<file path="src/rtl/mult4_acc_pkg.sv">
// Shared constants and helpers for the 4x4 multiply-accumulate stage.
package mult4_acc_pkg;

    localparam int          OP_W     = 4;
    localparam int          PROD_W   = 8;
    localparam logic [7:0]  MAX_PROD = 8'd225;

    // Saturating increment: stays at max_val once reached.
    function automatic logic [31:0] sat_inc(input logic [31:0] cnt, input logic [31:0] max_val);
        if (cnt >= max_val) begin
            return max_val;
        end
        return cnt + 32'd1;
    endfunction

endpackage

</file>
<file path="src/rtl/mult4_core.sv">
// Combinational unsigned 4x4 multiplier built from four 2x2 partial products.
// Any other 4x4 implementation with the same ports can replace this module.
module mult4_core (
    input  logic [3:0] A,
    input  logic [3:0] B,
    output logic [7:0] P
);

    logic [3:0] pp_ll;
    logic [3:0] pp_hl;
    logic [3:0] pp_lh;
    logic [3:0] pp_hh;

    // 2x2 partial products, recombined with shifts of 0, 2, 2 and 4.
    always_comb begin
        pp_ll = {2'b00, A[1:0]} * {2'b00, B[1:0]};
        pp_hl = {2'b00, A[3:2]} * {2'b00, B[1:0]};
        pp_lh = {2'b00, A[1:0]} * {2'b00, B[3:2]};
        pp_hh = {2'b00, A[3:2]} * {2'b00, B[3:2]};
        P     = {4'b0000, pp_ll}
              + {2'b00, pp_hl, 2'b00}
              + {2'b00, pp_lh, 2'b00}
              + {pp_hh, 4'b0000};
    end

endmodule

</file>
<file path="src/rtl/mult4_acc_stage.sv">
// Streaming multiply-accumulate stage: registered operand stage (S1),
// multiply + accumulate stage (S2), registered frame result with valid/ready.
// Handshake: a transfer happens on a rising edge where valid and ready are both 1;
// in_ready depends only on the output stall, never on in_valid.
// Control state is implicit: IDLE (no s1_valid, no out_valid), ACCUM (s1_valid),
// HOLD (out_valid with out_ready low, which freezes the whole pipe).
module mult4_acc_stage
    import mult4_acc_pkg::*;
#(
    parameter int ACC_W = 16,
    parameter int CNT_W = 8
) (
    input  logic             clk,
    input  logic             rst_n,
    input  logic             in_valid,
    output logic             in_ready,
    input  logic [3:0]       in_a,
    input  logic [3:0]       in_b,
    input  logic             in_last,
    output logic             out_valid,
    input  logic             out_ready,
    output logic [ACC_W-1:0] out_acc,
    output logic [CNT_W-1:0] out_count,
    output logic             out_ovf
);

    localparam int               SUM_W   = ACC_W + 1;
    localparam logic [CNT_W-1:0] CNT_MAX = '1;

    logic [OP_W-1:0]   s1_a_q, s1_a_d;
    logic [OP_W-1:0]   s1_b_q, s1_b_d;
    logic              s1_last_q, s1_last_d;
    logic              s1_valid_q, s1_valid_d;
    logic [ACC_W-1:0]  acc_q, acc_d;
    logic [CNT_W-1:0]  cnt_q, cnt_d;
    logic              ovf_q, ovf_d;
    logic [ACC_W-1:0]  out_acc_q, out_acc_d;
    logic [CNT_W-1:0]  out_count_q, out_count_d;
    logic              out_ovf_q, out_ovf_d;
    logic              out_valid_q, out_valid_d;

    logic              stall;
    logic              accept;
    logic              fire;
    logic [PROD_W-1:0] prod;
    logic [SUM_W-1:0]  sum;
    logic [CNT_W-1:0]  cnt_n;
    logic              new_ovf;

    mult4_core u_mult (
        .A (s1_a_q),
        .B (s1_b_q),
        .P (prod)
    );

    // Stall and input handshake; ready is forced low while reset is asserted.
    always_comb begin
        stall    = out_valid_q & ~out_ready;
        in_ready = rst_n & ~stall;
        accept   = in_valid & in_ready;
        fire     = ~stall & s1_valid_q;
    end

    // S1 operand register: capture on accept, drain when free, hold on stall.
    always_comb begin
        s1_a_d     = s1_a_q;
        s1_b_d     = s1_b_q;
        s1_last_d  = s1_last_q;
        s1_valid_d = s1_valid_q;
        if (accept) begin
            s1_a_d     = in_a;
            s1_b_d     = in_b;
            s1_last_d  = in_last;
            s1_valid_d = 1'b1;
        end else if (!stall) begin
            s1_valid_d = 1'b0;
        end
    end

    // S2 accumulate, frame close and output register update.
    always_comb begin
        sum         = {1'b0, acc_q} + SUM_W'(prod);
        cnt_n       = CNT_W'(sat_inc(32'(cnt_q), 32'(CNT_MAX)));
        new_ovf     = sum[ACC_W] | (cnt_q == CNT_MAX);
        acc_d       = acc_q;
        cnt_d       = cnt_q;
        ovf_d       = ovf_q;
        out_acc_d   = out_acc_q;
        out_count_d = out_count_q;
        out_ovf_d   = out_ovf_q;
        out_valid_d = out_valid_q & ~out_ready;
        if (fire) begin
            if (!s1_last_q) begin
                acc_d = sum[ACC_W-1:0];
                cnt_d = cnt_n;
                ovf_d = ovf_q | new_ovf;
            end else begin
                out_acc_d   = sum[ACC_W-1:0];
                out_count_d = cnt_n;
                out_ovf_d   = ovf_q | new_ovf;
                out_valid_d = 1'b1;
                acc_d       = '0;
                cnt_d       = '0;
                ovf_d       = 1'b0;
            end
        end
    end

    // State registers with asynchronous active-low reset.
    always_ff @(posedge clk or negedge rst_n) begin
        if (!rst_n) begin
            s1_a_q      <= '0;
            s1_b_q      <= '0;
            s1_last_q   <= 1'b0;
            s1_valid_q  <= 1'b0;
            acc_q       <= '0;
            cnt_q       <= '0;
            ovf_q       <= 1'b0;
            out_acc_q   <= '0;
            out_count_q <= '0;
            out_ovf_q   <= 1'b0;
            out_valid_q <= 1'b0;
        end else begin
            s1_a_q      <= s1_a_d;
            s1_b_q      <= s1_b_d;
            s1_last_q   <= s1_last_d;
            s1_valid_q  <= s1_valid_d;
            acc_q       <= acc_d;
            cnt_q       <= cnt_d;
            ovf_q       <= ovf_d;
            out_acc_q   <= out_acc_d;
            out_count_q <= out_count_d;
            out_ovf_q   <= out_ovf_d;
            out_valid_q <= out_valid_d;
        end
    end

    // Output ports driven straight from registers.
    always_comb begin
        out_valid = out_valid_q;
        out_acc   = out_acc_q;
        out_count = out_count_q;
        out_ovf   = out_ovf_q;
    end

endmodule

</file>
<file path="config.mk">
export PLATFORM = sky130hd
export DESIGN_NAME = mult4_acc_stage
export DESIGN_NICKNAME = d
export VERILOG_FILES = /design/src/rtl/mult4_acc_pkg.sv /design/src/rtl/mult4_core.sv /design/src/rtl/mult4_acc_stage.sv
export SDC_FILE = /design/constraint.sdc
export NUM_CORES = 1
export LEC_CHECK = 0
export BUFFER_PORTS_ARGS = -buffer_cell sky130_fd_sc_hd__buf_2
export CELL_PAD_IN_SITES_DETAIL_PLACEMENT = 1
export CELL_PAD_IN_SITES_GLOBAL_PLACEMENT = 2
export CORE_MARGIN = 2
export CORE_UTILIZATION = 27
export CTS_CLUSTER_DIAMETER = 80
export DETAILED_ROUTE_END_ITERATION = 7
export GPL_TIMING_DRIVEN = 0
export PLACE_DENSITY = 0.71
export RECOVER_POWER = 25
export REMOVE_ABC_BUFFERS = 1
export SKIP_LAST_GASP = 1
export SLEW_MARGIN = 20
export SYNTH_ARGS = -nofsm -noshare
export SYNTH_HDL_FRONTEND = slang
export SYNTH_SLANG_ARGS = --single-unit
export TNS_END_PERCENT = 10
</file>
<file path="constraint.sdc">
create_clock -name clk -period 4.92 [get_ports clk]
set_input_delay 0 -clock clk [delete_from_list [all_inputs] [get_ports clk]]
set_output_delay 0 -clock clk [all_outputs]
set_load 0.01 [all_outputs]
</file>
**Word level (Yosys, flattened, before mapping)**

Index checks and enable logic that the tools add are counted.
Widths: inputs -> output; s select.

- Add/sub/neg operators: 5
- Multiply operators: 4
- Order comparisons: 1
- Eq/ne operators: 2
- Mux-type cells: 10
- Bitwise gates (word level): 8
- Reduce and logical (&&, ||, !) cells: 1

Operators by type and width:

| cell | number |
|---|---|
| $mux 8 | 3 |
| $add 16x8->17 | 1 |
| $mul 2x2->4 | 4 |
| $mux 16 | 1 |
| $add 8x1->8 const B | 1 |
| $add 8x6->8 | 1 |
| $add 8x8->8 | 1 |
| $eq 8x8->1 const B | 1 |
| $ge 8x8->1 const B | 1 |
| $add 4x6->7 | 1 |
| $mux 1 | 6 |
| $and 1x1->1 | 4 |
| $ne 2x1->1 const B | 1 |
| $not 1->1 | 2 |
| $or 1x1->1 | 2 |
| $reduce_and 2->1 | 1 |

- Flip-flop bits (word level): 61
- Input bits: 13
- Output and inout bits: 27
- Word-level logic and storage cells: 42

**Depth between registers and ports, before layout**

- Depth after elaboration: 8
- Gate-level depth with buffers: 20
- Mapped depth without buffers: 20

**By module**

A second synthesis with hierarchy kept.

- Cells, all modules: 355
- Area total of the unflattened synthesis: 3479.6 µm²

By module, submodules not included:

| module | times used | cells each | area each (µm²) | seq. area each (µm²) |
|---|---|---|---|---|
| mult4_acc_stage | 1 | 303 | 3014.1 | 1526.5 |
| mult4_core | 1 | 52 | 465.4 | 0.0 |

**Worst setup path after synthesis**

OpenSTA, ideal clock, no wires.

- Kind: register -> register
- From: reg s1_b_q[0]
- To: reg acc_q[11]
- Library setup time: 0.126 ns
- Arrival time: 4.286 ns
- Data required time: 4.794 ns
- Setup slack: 0.508 ns
- Cell stages (with the launch flop): 21
- Buffers on the path: 2
- Period minus slack after synthesis: 4.412 ns
- Cells stage by stage: dfrtp_1 -> and2_1 -> ha_1 -> ha_1 -> inv_1 -> fa_1 -> xor2_1 -> fa_1 -> inv_1 -> ha_1 -> a21o_1 -> a21oi_1 -> xnor2_1 -> ha_1 -> a21oi_2 -> o211ai_1 -> and3_1 -> buf_6 -> buf_6 -> o21a_1 -> a221o_1

- Longest elaborated chain between the ends: 6
- Elaborated cells on any way between the ends: 7
- Classes of those cells: add/sub: 4; mul: 2; mux: 1

Ends and longest elaborated chain:

| element | line | source |
|---|---|---|
| start, declared | mult4_acc_stage.sv:31 | `logic [OP_W-1:0] s1_b_q, s1_b_d;` |
| start signal, assigned | mult4_acc_stage.sv:113 | `s1_b_q <= '0;` |
| start signal, assigned | mult4_acc_stage.sv:125 | `s1_b_q <= s1_b_d;` |
| $mul 2x2->4, on equally long branches | mult4_core.sv:16, mult4_core.sv:17 |  |
| $add 4x6->7 (*) | mult4_core.sv:21 | `+ {2'b00, pp_hl, 2'b00}` |
| $add 8x6->8 (*) | mult4_core.sv:22 | `+ {2'b00, pp_lh, 2'b00}` |
| $add 8x8->8 (*) | mult4_core.sv:23 | `+ {pp_hh, 4'b0000};` |
| $add 16x8->17 (*) | mult4_acc_stage.sv:82 | `sum = {1'b0, acc_q} + SUM_W'(prod);` |
| $mux 16 (*) | mult4_acc_stage.sv:93 | `if (!s1_last_q) begin` |
| end signal, assigned | mult4_acc_stage.sv:116 | `acc_q <= '0;` |
| end signal, assigned | mult4_acc_stage.sv:128 | `acc_q <= acc_d;` |
| end, declared | mult4_acc_stage.sv:34 | `logic [ACC_W-1:0] acc_q, acc_d;` |

Every way passes the cells marked *; elsewhere a longest branch is shown, timed or not.
A chain may end at the register's enable or synchronous reset.

**Worst setup path after layout**

- From: reg s1_a_q[2]
- To: reg out_ovf_q, in the netlist out_ovf

- Longest elaborated chain between the ends: 7
- Elaborated cells on any way between the ends: 8
- Classes of those cells: add/sub: 4; mul: 2; bitwise: 2

Ends and longest elaborated chain:

| element | line | source |
|---|---|---|
| start, declared | mult4_acc_stage.sv:30 | `logic [OP_W-1:0] s1_a_q, s1_a_d;` |
| start signal, assigned | mult4_acc_stage.sv:112 | `s1_a_q <= '0;` |
| start signal, assigned | mult4_acc_stage.sv:124 | `s1_a_q <= s1_a_d;` |
| $mul 2x2->4 | mult4_core.sv:17 | `pp_hl = {2'b00, A[3:2]} * {2'b00, B[1:0]};` |
| $add 4x6->7 | mult4_core.sv:21 |  |
| $add 8x6->8 | mult4_core.sv:22 |  |
| $add 8x8->8 (*) | mult4_core.sv:23 |  |
| $add 16x8->17 (*) | mult4_acc_stage.sv:82 |  |
| $or 1x1->1 (*) | mult4_acc_stage.sv:84 | `new_ovf = sum[ACC_W] \| (cnt_q == CNT_MAX);` |
| $or 1x1->1 (*) | mult4_acc_stage.sv:100 | `out_ovf_d = ovf_q \| new_ovf;` |
| end signal, assigned | mult4_acc_stage.sv:133 | `out_ovf_q <= out_ovf_d;` |
| end, declared | mult4_acc_stage.sv:39 | `logic out_ovf_q, out_ovf_d;` |

Marked as above.

==> out/metrics.cfg <==
[status]
status=finished, violations left
failed_checks=capacitance limit, slew limit

[timing]
slew_violations=65
holdWs_ns=0.115
fin_crit_ns=4.72
worst_pin_slew_ns=1.75
fin_crit_sh_pct=96.0
layout_setup_ws_ns=0.196
hold_violations=0
clock.fmax_mhz=212
setup_violations=0
fin_skew_ns=0.00519
rsz0062_at_grt=yes
slew_headroom_pct=-17.0

[layout]
seq_area_sq_um=1530
antenna_cells=0
drive_gt1_share_pct=16.4
fillers=1553
final_cell_mix=61 x dfrtp_1, 45 x nand2_1, 38 x buf_2
final_area_sq_um=4460
multi_input_area_sq_um=2050
area_growth_pct=20.1
nets=480
final_common_cell=dfrtp_1

[setup_path]
crit_required_ns=5.11
ff2ff_path_depth=18
r2r_setup_slack_ns=0.20
start_kind=register
rr_startpoint=s1_a_q[2]
end_kind=register
cpPeakStageDelay_ns=0.53
slowest_stage=fa_1
crit_fanout=5
crit_arrival_ns=4.91
path_cells=and2_1, ha_1, ha_1, inv_1, fa_1, xor2_2, fa_1, fa_1, inv_1, a21o_1, a21oi_1, xnor2_1, ha_4, a21oi_1, o21ai_1, or2_2, a311oi_2, o21ai_0
r2r-end=out_ovf
cp_common_cell=fa_1
cp_num_buf_inv=2
crit_type=register to register
cp_top_family=adder cells

[route]
dr.pass1.iters=4
ant_nets=0
drt-total-wl_mm=9.54
post_drt_wl_per_cell_um=15.5
drc=0
vias_per_cell=4.82
vias=2965
drt-initial-drc-count=68

[floorplanning]
die_w_um=121
ioPinCount=40
fp.coreArea_sq_um=13300
initial_utilization_pct=27.8
dieArea_sq_um=14700
rows=42
dieHeight_um=121

[clock_tree]
cts_tree=done
worstSkewPairLatency_ns=0.34
clock_path_buffers=2
htreeDepth=3
cts.sink_count=61
cts_root_buffer=clkbuf_16
numCtsBuffers=9
clk_pin_slew_ns=0.05

[synthesis]
synth_ff_type=dfrtp_1
synth_edf_count=0
syn-mean-instance-area_sq_um=9.45
syn_inst=393
synth_cell_type_count=51
synth_compound_gate_area_share_pct=16.8
synth-adder-area-share_pct=11.5
synth_top_family_by_area=simple AND/OR/NAND/NOR gates
synth-simple-area-share_pct=18.0
async_flop_share_pct=100
yosysSeqAreaShare_pct=41.1
ys_ff_latch=61
synth-xor-area-share_pct=3.54
syn_area_sq_um=3710
synth.area.mux_share_pct=4.18
yosys_warnings=0

[pwr]
p_int_mw=1.42
finalPower_mw=2.31
p_switching_mw=0.897
pwr-share-seq_pct=33.2
pwr-share-clk_pct=25.0
switching_share_pct=38.8
power.leakage_nw=2.07
pwr-share-comb_pct=41.8
peakVddDrop_uv=197
p_per_area_nw_per_um2=519

[global_routing]
grt_pass1_vias=3082
gr-total-overflow=0
antenna_found_initial=0
track_usage_pct=14.0
grt_pass1_wl_mm=15.7
grt_max_degree=41

[worst_hold_path]
holdPathEnd=out_valid
hold_class=input pin to register
holdCritStartpoint=out_ready
whs_path_depth=3

[placement]
port_buffers=39
pre_cts_slack_ns=0.0153
dp_hpwl_mm=6.60
place_congestion=0.767
place_area_sq_um=4070

[job]
drv_cap=2

==> metal layers <==
metal  routed length [um]  GRT usage [%]  vias to the layer above
met5                    0              0                        -
met4                  105           3.66                        0
met3                  240           4.93                        8
met2                 4660           23.3                       32
met1                 4540           17.2                     1465
li1                     -              -                     1460
==> metrics by stage <==
stage | setup TNS [ns] | cells | util, %
after floorplan | 0 | 374 | -
after global placement | 0 | 589 | 30.3
after detailed placement | 0 | 590 | 30.5
after CTS | -0.0136 | 614 | 33.2
after global routing | -0.105 | 615 | 33.4
final | 0 | 615 | 33.4
==> sequential cells by signal, indices dropped and copies added (netlist names), 4 cells and up <==
register and count:
s1_a_q 4, out_acc 16, out_count 8, s1_b_q 4
acc_q 16, cnt_q 8
==> worst max-delay path by stage <==
stage | from | end | slack [ns] | cells after the start
3_5_place_dp | s1_a_q[2] | out_acc[15] | 0.02 | 18
2_1_floorplan | s1_b_q[0] | out_acc[15] | 0.47 | 18
4_1_cts | s1_a_q[2] | out_acc[15] | -0.008 | 18
3_3_place_gp | s1_a_q[2] | out_acc[13] | 0.08 | 18
6_report | s1_a_q[2] | out_ovf | 0.20 | 18
5_1_grt | s1_a_q[2] | out_acc[15] | -0.04 | 18
==> cell usage after synthesis, drive strengths merged, types with 5 or more instances <==
library cell  number  area, sq um
xnor2             11         96.3
o31ai              5         37.5
o211ai             8         60.1
a211oi             5         47.5
buf                5         36.3
nor2              19         71.3
a21o               5         37.5
and2              17          106
nand2             45          169
a31oi              7         43.8
a21oi             25          129
inv               24         90.1
fa                 5          100
o21ai             23          115
mux2              12          135
ha                26          325
clkbuf            14         52.6
nand3             11         55.1
nor3               7         35.0
dfrtp             61         1530
and3               8         50.1
==> final cells by class <==
class / count / area share, %
multi-input combinational: 288 / 45.9
sequential: 61 / 34.2
tap: 176 / 4.94
clock inverter: 2 / 0.224
clock buffer: 12 / 5.75
timing repair buffer: 51 / 6.84
inverter: 25 / 2.10
==> repair_timing <==
action	4_1_cts	5_1_grt
setup endpoints to repair	4	12
pin swaps	0	2
hold endpoints to repair	70	0
buffers inserted	0	1
hold buffers	10	0
resized for setup	1	6
==> tightest hold or removal path, cell delays in order <==
cell	delay [ns]
buf_2	0.07
nand2b_1	0.25
nand2_1	0.08
==> cells by family (layout without fill, tap and decap cells) <==
logic type	count (synthesis)	in the layout
DFF	61	61
and+or+nand+nor	132	132
AOI/OAI and AO/OA	96	96
xor gates and xnor gates	15	15
buffers and inverters	44	90
muxes	14	14
adders and majority gates	31	31
==> power groups by stage <==
stage	Sequential [mW]	Combinational [mW]	Clock [mW]
5_1_grt	0.796	1.10	0.626
4_1_cts	0.769	0.954	0.603
2_1_floorplan	0.779	0.637	0
3_3_place_gp	0.769	0.914	0
6_report	0.769	0.966	0.578
3_5_place_dp	0.776	0.944	0
Power figures use the tool's default switching activity.
